### src/rtl/vga_wb_fetch.sv
// Wishbone read master streaming a frame buffer into a show-ahead pixel FIFO.
// Define VGA_WB_FETCH_DBLBUF_EN to alternate frames between vbase0_i and vbase1_i.
module vga_wb_fetch #(
   parameter int AWIDTH  = 32,
   parameter int DWIDTH  = 32,
   parameter int FIFO_AW = 4,
   parameter int BURST   = 8
) (
   input  logic                wb_clk_i,
   input  logic                wb_rst_i,
   input  logic                ctrl_en_i,
   input  logic [AWIDTH-1:0]   vbase0_i,
`ifdef VGA_WB_FETCH_DBLBUF_EN
   input  logic [AWIDTH-1:0]   vbase1_i,
   output logic                vbsel_o,
`endif
   input  logic [AWIDTH-1:0]   vlen_i,
   output logic [AWIDTH-1:0]   wb_adr_o,
   input  logic [DWIDTH-1:0]   wb_dat_i,
   output logic [DWIDTH/8-1:0] wb_sel_o,
   output logic                wb_we_o,
   output logic                wb_stb_o,
   output logic                wb_cyc_o,
   input  logic                wb_ack_i,
   input  logic                wb_err_i,
   input  logic                fifo_rd_i,
   output logic [DWIDTH-1:0]   fifo_q_o,
   output logic                fifo_empty_o,
   output logic                frame_o,
   output logic                err_o
);

   localparam int DEPTH = 1 << FIFO_AW;
   localparam int LW    = FIFO_AW + 1;
   localparam int BW    = $clog2(BURST + 1);

   typedef enum logic [1:0] {S_IDLE, S_WAIT, S_BUS} state_t;

   state_t              r_state;
   state_t              w_nextState;
   logic [AWIDTH-1:0]   r_adr;
   logic [AWIDTH-1:0]   r_count;
   logic [AWIDTH-1:0]   w_reloadBase;
   logic [BW-1:0]       r_beat;
   logic                r_frame;
   logic                r_err;
   logic                r_stop;
   logic [DWIDTH-1:0]   r_mem [DEPTH];
   logic [FIFO_AW-1:0]  r_wptr;
   logic [FIFO_AW-1:0]  r_rptr;
   logic [LW-1:0]       r_level;
   logic [LW-1:0]       w_free;
   logic                w_inBus;
   logic                w_ack;
   logic                w_err;
   logic                w_lastWord;
   logic                w_burstEnd;
   logic                w_room;
   logic                w_start;
   logic                w_push;
   logic                w_pop;

   assign w_inBus    = (r_state == S_BUS);
   assign w_err      = w_inBus && wb_err_i;
   assign w_ack      = w_inBus && wb_ack_i && !wb_err_i;
   assign w_lastWord = (r_count == (vlen_i - AWIDTH'(1)));
   assign w_burstEnd = w_ack && ((r_beat == BW'(BURST - 1)) || w_lastWord);
   assign w_free     = LW'(DEPTH) - r_level;
   assign w_room     = (w_free >= LW'(BURST));
   assign w_start    = ctrl_en_i && (vlen_i != '0) && !r_err;
   assign w_push     = w_ack;
   assign w_pop      = fifo_rd_i && (r_level != '0);

`ifdef VGA_WB_FETCH_DBLBUF_EN
   logic r_vbsel;

   // The reload targets the buffer selected after this frame's toggle.
   assign w_reloadBase = r_vbsel ? vbase0_i : vbase1_i;
   assign vbsel_o      = r_vbsel;

   always_ff @(posedge wb_clk_i) begin
      if (wb_rst_i) begin
         r_vbsel <= 1'b0;
      end else if (w_ack && w_lastWord) begin
         r_vbsel <= ~r_vbsel;
      end
   end
`else
   assign w_reloadBase = vbase0_i;
`endif

   always_ff @(posedge wb_clk_i) begin
      if (wb_rst_i) begin
         r_state <= S_IDLE;
      end else begin
         r_state <= w_nextState;
      end
   end

   always_comb begin
      w_nextState = r_state;
      case (r_state)
         S_IDLE: begin
            if (w_start) w_nextState = S_WAIT;
         end
         S_WAIT: begin
            if (!ctrl_en_i)  w_nextState = S_IDLE;
            else if (w_room) w_nextState = S_BUS;
         end
         S_BUS: begin
            if (w_err)           w_nextState = S_IDLE;
            else if (w_burstEnd) w_nextState = (r_stop || !ctrl_en_i) ? S_IDLE : S_WAIT;
         end
         default: w_nextState = S_IDLE;
      endcase
   end

   // A disable seen anywhere in a burst is remembered so the burst ends in IDLE.
   always_ff @(posedge wb_clk_i) begin
      if (wb_rst_i) begin
         r_adr   <= '0;
         r_count <= '0;
         r_beat  <= '0;
         r_frame <= 1'b0;
         r_err   <= 1'b0;
         r_stop  <= 1'b0;
      end else begin
         r_frame <= w_ack && w_lastWord;
         if (w_err) r_err <= 1'b1;
         if (!w_inBus) begin
            r_beat <= '0;
            r_stop <= 1'b0;
         end else if (!ctrl_en_i) begin
            r_stop <= 1'b1;
         end
         if ((r_state == S_IDLE) && w_start) begin
            r_adr   <= vbase0_i;
            r_count <= '0;
         end
         if (w_ack) begin
            r_beat <= r_beat + BW'(1);
            if (w_lastWord) begin
               r_adr   <= w_reloadBase;
               r_count <= '0;
            end else begin
               r_adr   <= r_adr + AWIDTH'(DWIDTH / 8);
               r_count <= r_count + AWIDTH'(1);
            end
         end
      end
   end

   always_ff @(posedge wb_clk_i) begin
      if (w_push) r_mem[r_wptr] <= wb_dat_i;
   end

   always_ff @(posedge wb_clk_i) begin
      if (wb_rst_i) begin
         r_wptr  <= '0;
         r_rptr  <= '0;
         r_level <= '0;
      end else begin
         if (w_push) r_wptr <= r_wptr + FIFO_AW'(1);
         if (w_pop)  r_rptr <= r_rptr + FIFO_AW'(1);
         if (w_push && !w_pop)      r_level <= r_level + LW'(1);
         else if (w_pop && !w_push) r_level <= r_level - LW'(1);
      end
   end

   assign wb_adr_o     = r_adr;
   assign wb_sel_o     = '1;
   assign wb_we_o      = 1'b0;
   assign wb_cyc_o     = w_inBus;
   assign wb_stb_o     = w_inBus;
   assign fifo_q_o     = r_mem[r_rptr];
   assign fifo_empty_o = (r_level == '0);
   assign frame_o      = r_frame;
   assign err_o        = r_err;

endmodule

### config.mk
export PLATFORM = sky130hd
export DESIGN_NAME = vga_wb_fetch
export DESIGN_NICKNAME = d
export VERILOG_FILES = /design/src/rtl/vga_wb_fetch.sv
export SDC_FILE = /design/constraint.sdc
export NUM_CORES = 1
export LEC_CHECK = 0
export BUFFER_PORTS_ARGS = -buffer_cell sky130_fd_sc_hd__buf_2
export CAP_MARGIN = 20
export CELL_PAD_IN_SITES_DETAIL_PLACEMENT = 0
export CELL_PAD_IN_SITES_GLOBAL_PLACEMENT = 1
export CORE_MARGIN = 3
export CORE_UTILIZATION = 47
export DETAILED_ROUTE_END_ITERATION = 12
export PLACE_DENSITY = 0.78
export SETUP_SLACK_MARGIN = 0.02
export SYNTH_ARGS = -nofsm -noshare
export SYNTH_HDL_FRONTEND = slang
export SYNTH_SLANG_ARGS = --single-unit
### constraint.sdc
create_clock -name wb_clk_i -period 3.7 [get_ports wb_clk_i]
set_input_delay 0.185 -clock wb_clk_i [delete_from_list [all_inputs] [get_ports wb_clk_i]]
set_output_delay 0.185 -clock wb_clk_i [all_outputs]
set_load 0.01 [all_outputs]
==> summary.txt, run 1 <==
Global route
  • First-pass GRT wire length: 89790 µm
  • Total gr overflow: 0
  • Vias in the first global route: 14840
  • Overall Global Routing Usage: 0.2072
  • Largest net degree at the start of global routing: 61
  • Antenna violations before repair: 1

Clocking
  • # clock sinks: 602
  • CTS tree: done
  • Clock slew at reported path FFs: 60 ps
  • Clock Tree Buf Depth: 3
  • Post-CTS Setup Repair Bufs: 0
  • Root buffer cell: clkbuf_16
  • Worst skew pair latency: 630 ps
  • H-tree Lvls: 2
  • CTS buffer count: 60

Critical path
  • Kind of critical path: reg -> out
  • CP endpoint: fifo_q_o[3]
  • R2R setup slack: 580 ps
  • Critical path endpoint category: output pin
  • Worst EP required: 3510 ps
  • Crit path DAT: 2980 ps
  • Critical Path Start Type: flop
  • Reg2Reg Depth: 9
  • CP max FO: 30
  • RR Startpoint: r_count[0]
  • Reg2Reg Capture Point: r_count[28]

STA
  • Setup violators final: 0
  • Final hold violations: 0
  • Worst Skew: 38.15 ps
  • Tcrit/Tclk final: 0.8556
  • Slew headroom: 0.4974
  • Slew @ Worst Pin: 753.9 ps
  • Unrepaired setup endpoints after global routing: false
  • Slack of the critical path: 534.1 ps
  • Final min period: 3166 ps
  • Pins Over Slew Limit: 0
  • Hold WS: 46.33 ps
  • Fmax: 0.3159 GHz

Layout
  • Most frequent cells in the layout: edfxtp_1 (512), buf_2 (170), mux4_2 (160)
  • Share of layout cells above drive strength 1: 0.2826
  • Commonest non-fill, non-tap cell in the layout: edfxtp_1
  • Final #Nets: 1888
  • Synthesis-to-finish area growth: 18.10%
  • N_diodes: 0

Yosys
  • FFs w/ async S/R, synth: 0
  • Post-synth EDFFs: 512
  • Top_reg_cell synth: edfxtp_1
  • Post-Synth Adder-Cell Area: 0.007685
  • Number of synthesized register bits: 602
  • Number of warnings issued by yosys: 0
  • Mapped Cells: 1511
  • Post-synthesis compound-gate area fraction: 0.04887
  • Post-synthesis mux area share: 0.1472
  • Avg Synthesized Cell Area: 16.81 µm²
  • Largest family of logic cells by synthesized area: multiplexers
  • Simple-gate area share of the yosys netlist: 0.08030
  • XOR/XNOR Fraction of Synth Area: 0.01951
  • Synth unique cells: 80
  • Synthesized cell area: 25400 µm²
  • Post-synthesis sequential area ratio: 0.6763

Placement
  • Post-detail-place hpwl: 34580 µm
  • Place WS: 297.8 ps
  • PortBufs: 170
  • Placer Congestion: 0.8207

Floorplanning
  • Die Y: 238.5 µm
  • CORE AREA: 52970 µm²
  • Die Area: 56860 µm²
  • Die X: 238.5 µm
  • Initial core utilization: 0.4795
  • Io pins: 176
  • Core Rows: 84

Min path
  • Worst min path class: in -> reg
  • Hold Path Stages: 3

Drt
  • Per-cell routed wire length: 23.31 µm
  • DRT iter0 DRCs: 1115
  • Drt via density: 5.888
  • Post-route ant nets: 0
  • WL final: 58430 µm
  • First-pass detailed-route iteration total: 5
  • DRC Markers: 0
  • Vias: 14760

Run status
  • Status: finished clean

Pwr
  • VDD IR max: 0.0004449 V
  • Power density over the cells: 560.6 nW/µm²
  • Lkg Pwr: 9.875 nW

Flow run
  • Max-cap violations: 0
==> repair_timing <==
| action | CTS | global route |
|---|---|---|
| hold endpoints to repair | 546 | 0 |
| hold buffers | 65 | 0 |
| gates resized for setup | 0 | 0 |
==> how the worst min path moves through the flow <==
stage                       from            to  slack (ps)
floorplan              ctrl_en_i        r_stop         280
global placement    vbase0_i[28]  wb_adr_o[28]         430
detailed placement  vbase0_i[28]  wb_adr_o[28]         440
CTS                 vbase0_i[11]  wb_adr_o[11]           7
global route        vbase0_i[11]  wb_adr_o[11]          40
finish              vbase0_i[11]  wb_adr_o[11]          50
==> report_power, final <==
group	internal (mW)	switching, mW
Combinational	1.71	1.46
Sequential	7.48	0.292
Clock	3.36	2.52
==> critical path, cell delays in order, from the launching register on <==
cell     delay [ps]
dfxtp_4         790
buf_4           330
mux4_2          540
mux4_2          530
buf_2           170
==> cells in the mapped netlist, types with 8 or more instances <==
cell type,n,area [µm²]
or3_1,11,68.82
a21oi_1,55,275.3
ha_1,14,175.2
buf_4,9,67.56
o21ai_0,14,70.07
inv_1,20,75.07
a221o_1,13,130.1
buf_2,12,60.06
nor2_1,86,322.8
edfxtp_1,512,15370
nand3_1,64,320.3
and3_1,22,137.6
a21o_1,12,90.09
dfxtp_1,90,1802
nand4_1,20,125.1
nand2_1,62,232.7
mux4_2,160,3603
nor4_1,19,118.9
a22oi_1,8,60.06
buf_1,15,56.30
nor3_1,39,195.2
a22o_1,8,70.07
a31oi_1,10,62.56
mux2i_1,10,100.1
clkbuf_1,45,168.9
xor2_1,30,262.8
xnor2_1,24,210.2
==> area by class of cell <==
type / count / area (µm²)
Multi-Input combinational cell: 803 / 7856
Inverter: 21 / 78.83
Tap cell: 688 / 860.8
Fill cell: 4046 / 22980
Clock buffer: 71 / 1595
Sequential cell: 602 / 17190
Timing Repair Buffer: 283 / 2074
Clock inverter: 39 / 341.6
==> per-stage QoR <==
stage                 util  setup TNS [ps]  cells  area [µm²]  power (mW)
global placement    0.5174               0   2332       27410       11.00
detailed placement  0.5174               0   2332       27410       11.05
CTS                 0.5662               0   2507       29990       17.03
finish              0.5662               0   2507       29990       16.81
global route        0.5662               0   2507       29990       17.52
floorplan                -          -25450   1514       25420       10.06
==> registers in the layout, summed over array words and instances (netlist names), 2 cells and up, named ones only <==
register	count
r_mem	512
r_rptr	4
r_level	5
r_count	32
r_wptr	4
r_beat	4
wb_adr_o	32
r_state	2
==> cells by family after synthesis <==
| kind of cell | Yosys count |
|---|---|
| AOI/OAI and AO/OA | 173 |
| xor gates and xnor gates | 55 |
| adders and majority gates | 15 |
| buffers and inverters | 109 |
| DFF | 602 |
| muxes | 173 |
| other | 2 |
| and+or+nand+nor | 382 |
==> per-layer routing <==
metal / up-vias / GRT usage / share of wire
li1: 6624 / - / -
met1: 7523 / 0.2836 / 0.42
met2: 524 / 0.3500 / 0.50
met3: 89 / 0.03213 / 0.057
met4: 2 / 0.05717 / 0.022
met5: - / 0 / 0.00034
Power figures use the tool's default switching activity.
==> inputs of run 2 (changes only) <==
Settings changed: PLACE_DENSITY 0.78 to 0.84.
Clock period 3.7 ns to 2.6 ns, I/O delays scaled along.
==> run 2 against run 1 <==
Effect of this change:
- the flow now finishes with violations (negative setup slack)
- sequential power increased by 40%
- utilization increased by 5.5 points
- largest cell class unchanged
- power increased by 55%
- clock power increased by 39%
- highest routed layer unchanged
==> summary.txt, run 2 (synthesis results as in run 1) <==
Run status
  • Status: finished with violations
  • Failing checks: negative setup slack

Min path
  • Hold Path Stages: 5 (+2)
  • Worst min path class: in -> reg

Clocking
  • CTS buffer count: 58 (-3.3%)
  • CTS tree: done
  • Root buffer cell: clkbuf_16
  • Clock Tree Buf Depth: 3 (unchanged)
  • Worst skew pair latency: 640 ps (about the same)
  • # clock sinks: 602 (unchanged)
  • H-tree Lvls: 2 (unchanged)
  • Clock slew at reported path FFs: 60 ps (about the same)

Drt
  • Per-cell routed wire length: 26.43 µm (+13%)
  • DRT iter0 DRCs: 1652 (+48%)
  • DRC Markers: 0 (unchanged)
  • WL final: 71180 µm (+22%)
  • Vias: 16290 (+10%)
  • First-pass detailed-route iteration total: 5 (unchanged)
  • Drt via density: 6.049 (+2.7%)
  • Post-route ant nets: 0 (unchanged)

STA
  • Slew @ Worst Pin: 565.2 ps (-188.7 ps)
  • Slew headroom: 0.6227 (+0.1253)
  • Setup violators final: 99 (+99)
  • Tcrit/Tclk final: 1.110
  • Final min period: 2887 ps
  • Final hold violations: 0 (unchanged)
  • Fmax: 0.3464 GHz
  • Unrepaired setup endpoints after global routing: true
  • Slack of the critical path: -287.0 ps (-821.1 ps)
  • Worst Skew: 47.60 ps (+9.450 ps)
  • Hold WS: 101.7 ps (+55.37 ps)
  • Pins Over Slew Limit: 0 (unchanged)

Critical path
  • Reg2Reg Depth: 10 (+1)
  • Crit path DAT: 3370 ps (+390 ps)
  • Critical Path Start Type: flop
  • Kind of critical path: reg -> reg
  • Critical path endpoint category: flop
  • CP max FO: 6 (-80%)
  • Worst EP required: 3080 ps (-430 ps)

Floorplanning
  • Core Rows: 84 (unchanged)
  • Io pins: 176 (unchanged)
  • CORE AREA: 52970 µm² (unchanged)
  • Initial core utilization: 0.4795 (unchanged)
  • Die X: 238.5 µm (unchanged)
  • Die Y: 238.5 µm (unchanged)
  • Die Area: 56860 µm² (unchanged)

Layout
  • Final #Nets: 2074 (+9.9%)
  • Register with the most flip-flops: r_mem
  • Share of layout cells above drive strength 1: 0.3820 (+0.09947)
  • Fill count: 3678 (-9.1%)
  • Commonest non-fill, non-tap cell in the layout: edfxtp_1
  • Most frequent cells in the layout: edfxtp_1 (512), mux4_2 (160), buf_4 (142)
  • Max reg flops: 512 (unchanged)
  • N_diodes: 0 (unchanged)
  • Synthesis-to-finish area growth: 29.63%
  • Core Util, Final: 0.6215 (+0.05530)

Pwr
  • VDD IR max: 0.0006386 V (+44%)
  • Lkg Pwr: 11.22 nW (+14%)
  • Power density over the cells: 790.7 nW/µm² (+41%)
  • Overall Power: 26.03 mW (+55%)

Global route
  • Vias in the first global route: 16880 (+14%)
  • First-pass GRT wire length: 103500 µm (+15%)
  • Total gr overflow: 0 (unchanged)
  • Overall Global Routing Usage: 0.2439 (+0.03669)
  • Antenna violations before repair: 2 (+1)
  • Largest net degree at the start of global routing: 45 (-26%)

Placement
  • Post-detail-place hpwl: 36750 µm (+6.3%)
  • Placer Congestion: 0.8813 (+7.4%)
  • PortBufs: 170 (unchanged)

Flow run
  • Max-cap violations: 0 (unchanged)
[run 2: final timing paths]
| check | from | to | slack, ps |
|---|---|---|---|
| max | r_count[18] | r_count[18] | -290 |
| min | fifo_rd_i | r_rptr[1] | 100 |
| max reg2reg | r_count[18] | r_count[18] | -290 |
| min reg2reg | r_stop | r_stop | 460 |
[run 2: worst max-delay path: stages (launching register included)]
cell and delay [ps]:
dfxtp_4 350, xnor2_2 150, or4_4 530, a2111oi_4 290, o211ai_1 220, and4bb_4 390, a211oi_4 110, buf_4 170
buf_12 120, and3_1 160, a221o_1 270
[run 2: repair_timing]
item	in CTS	in global routing
resized for setup	130	50
pin swaps	40	16
cloned	20	6
endpoints found under the setup margin	95	101
hold endpoints to repair	548	0
hold buffers	67	0
buffers inserted	34	10
[run 2: cell type report]
cell class              count  area, µm²  share of cell area
flip-flops and latches    602      17200              0.5223
multi-input cells         803       8325              0.2529
repair buffers            471       4616              0.1402
clock buffers              84       1569             0.04766
well taps                 688      860.8             0.02615
clock inverters            24      256.5            0.007791
inverters                  21      100.1            0.003040
[run 2: report_power, final]
part	internal, mW	switching (mW)	leakage (nW)	total (mW)
clock network	4.52	3.66	0.894	8.18
registers	10.6	0.258	5.34	10.9
logic	4.02	2.94	4.99	6.95
total	19.2	6.86	11.2	26.0
[run 2: stage by stage]
stage          instances  setup TNS (ps)  worst slack [ps]  area (µm²)
2_1_floorplan       1514          -114.3            -19.14       25580
3_3_place_gp        2456          -21440            -402.0       28610
3_5_place_dp        2456          -26180            -500.8       28610
4_1_cts             2684          -14220            -238.4       32580
5_1_grt             2693          -24680            -366.0       32920
6_report            2693          -16460            -287.0       32920
[run 2: per-layer routing]
layer	share of wire	wire length, µm	vias up	track usage
li1	-	-	7002	-
met3	0.072	5159	159	0.04843
met1	0.37	26660	8306	0.3101
met5	0.00037	26	-	0
met4	0.037	2656	4	0.09932
met2	0.52	36680	819	0.4144
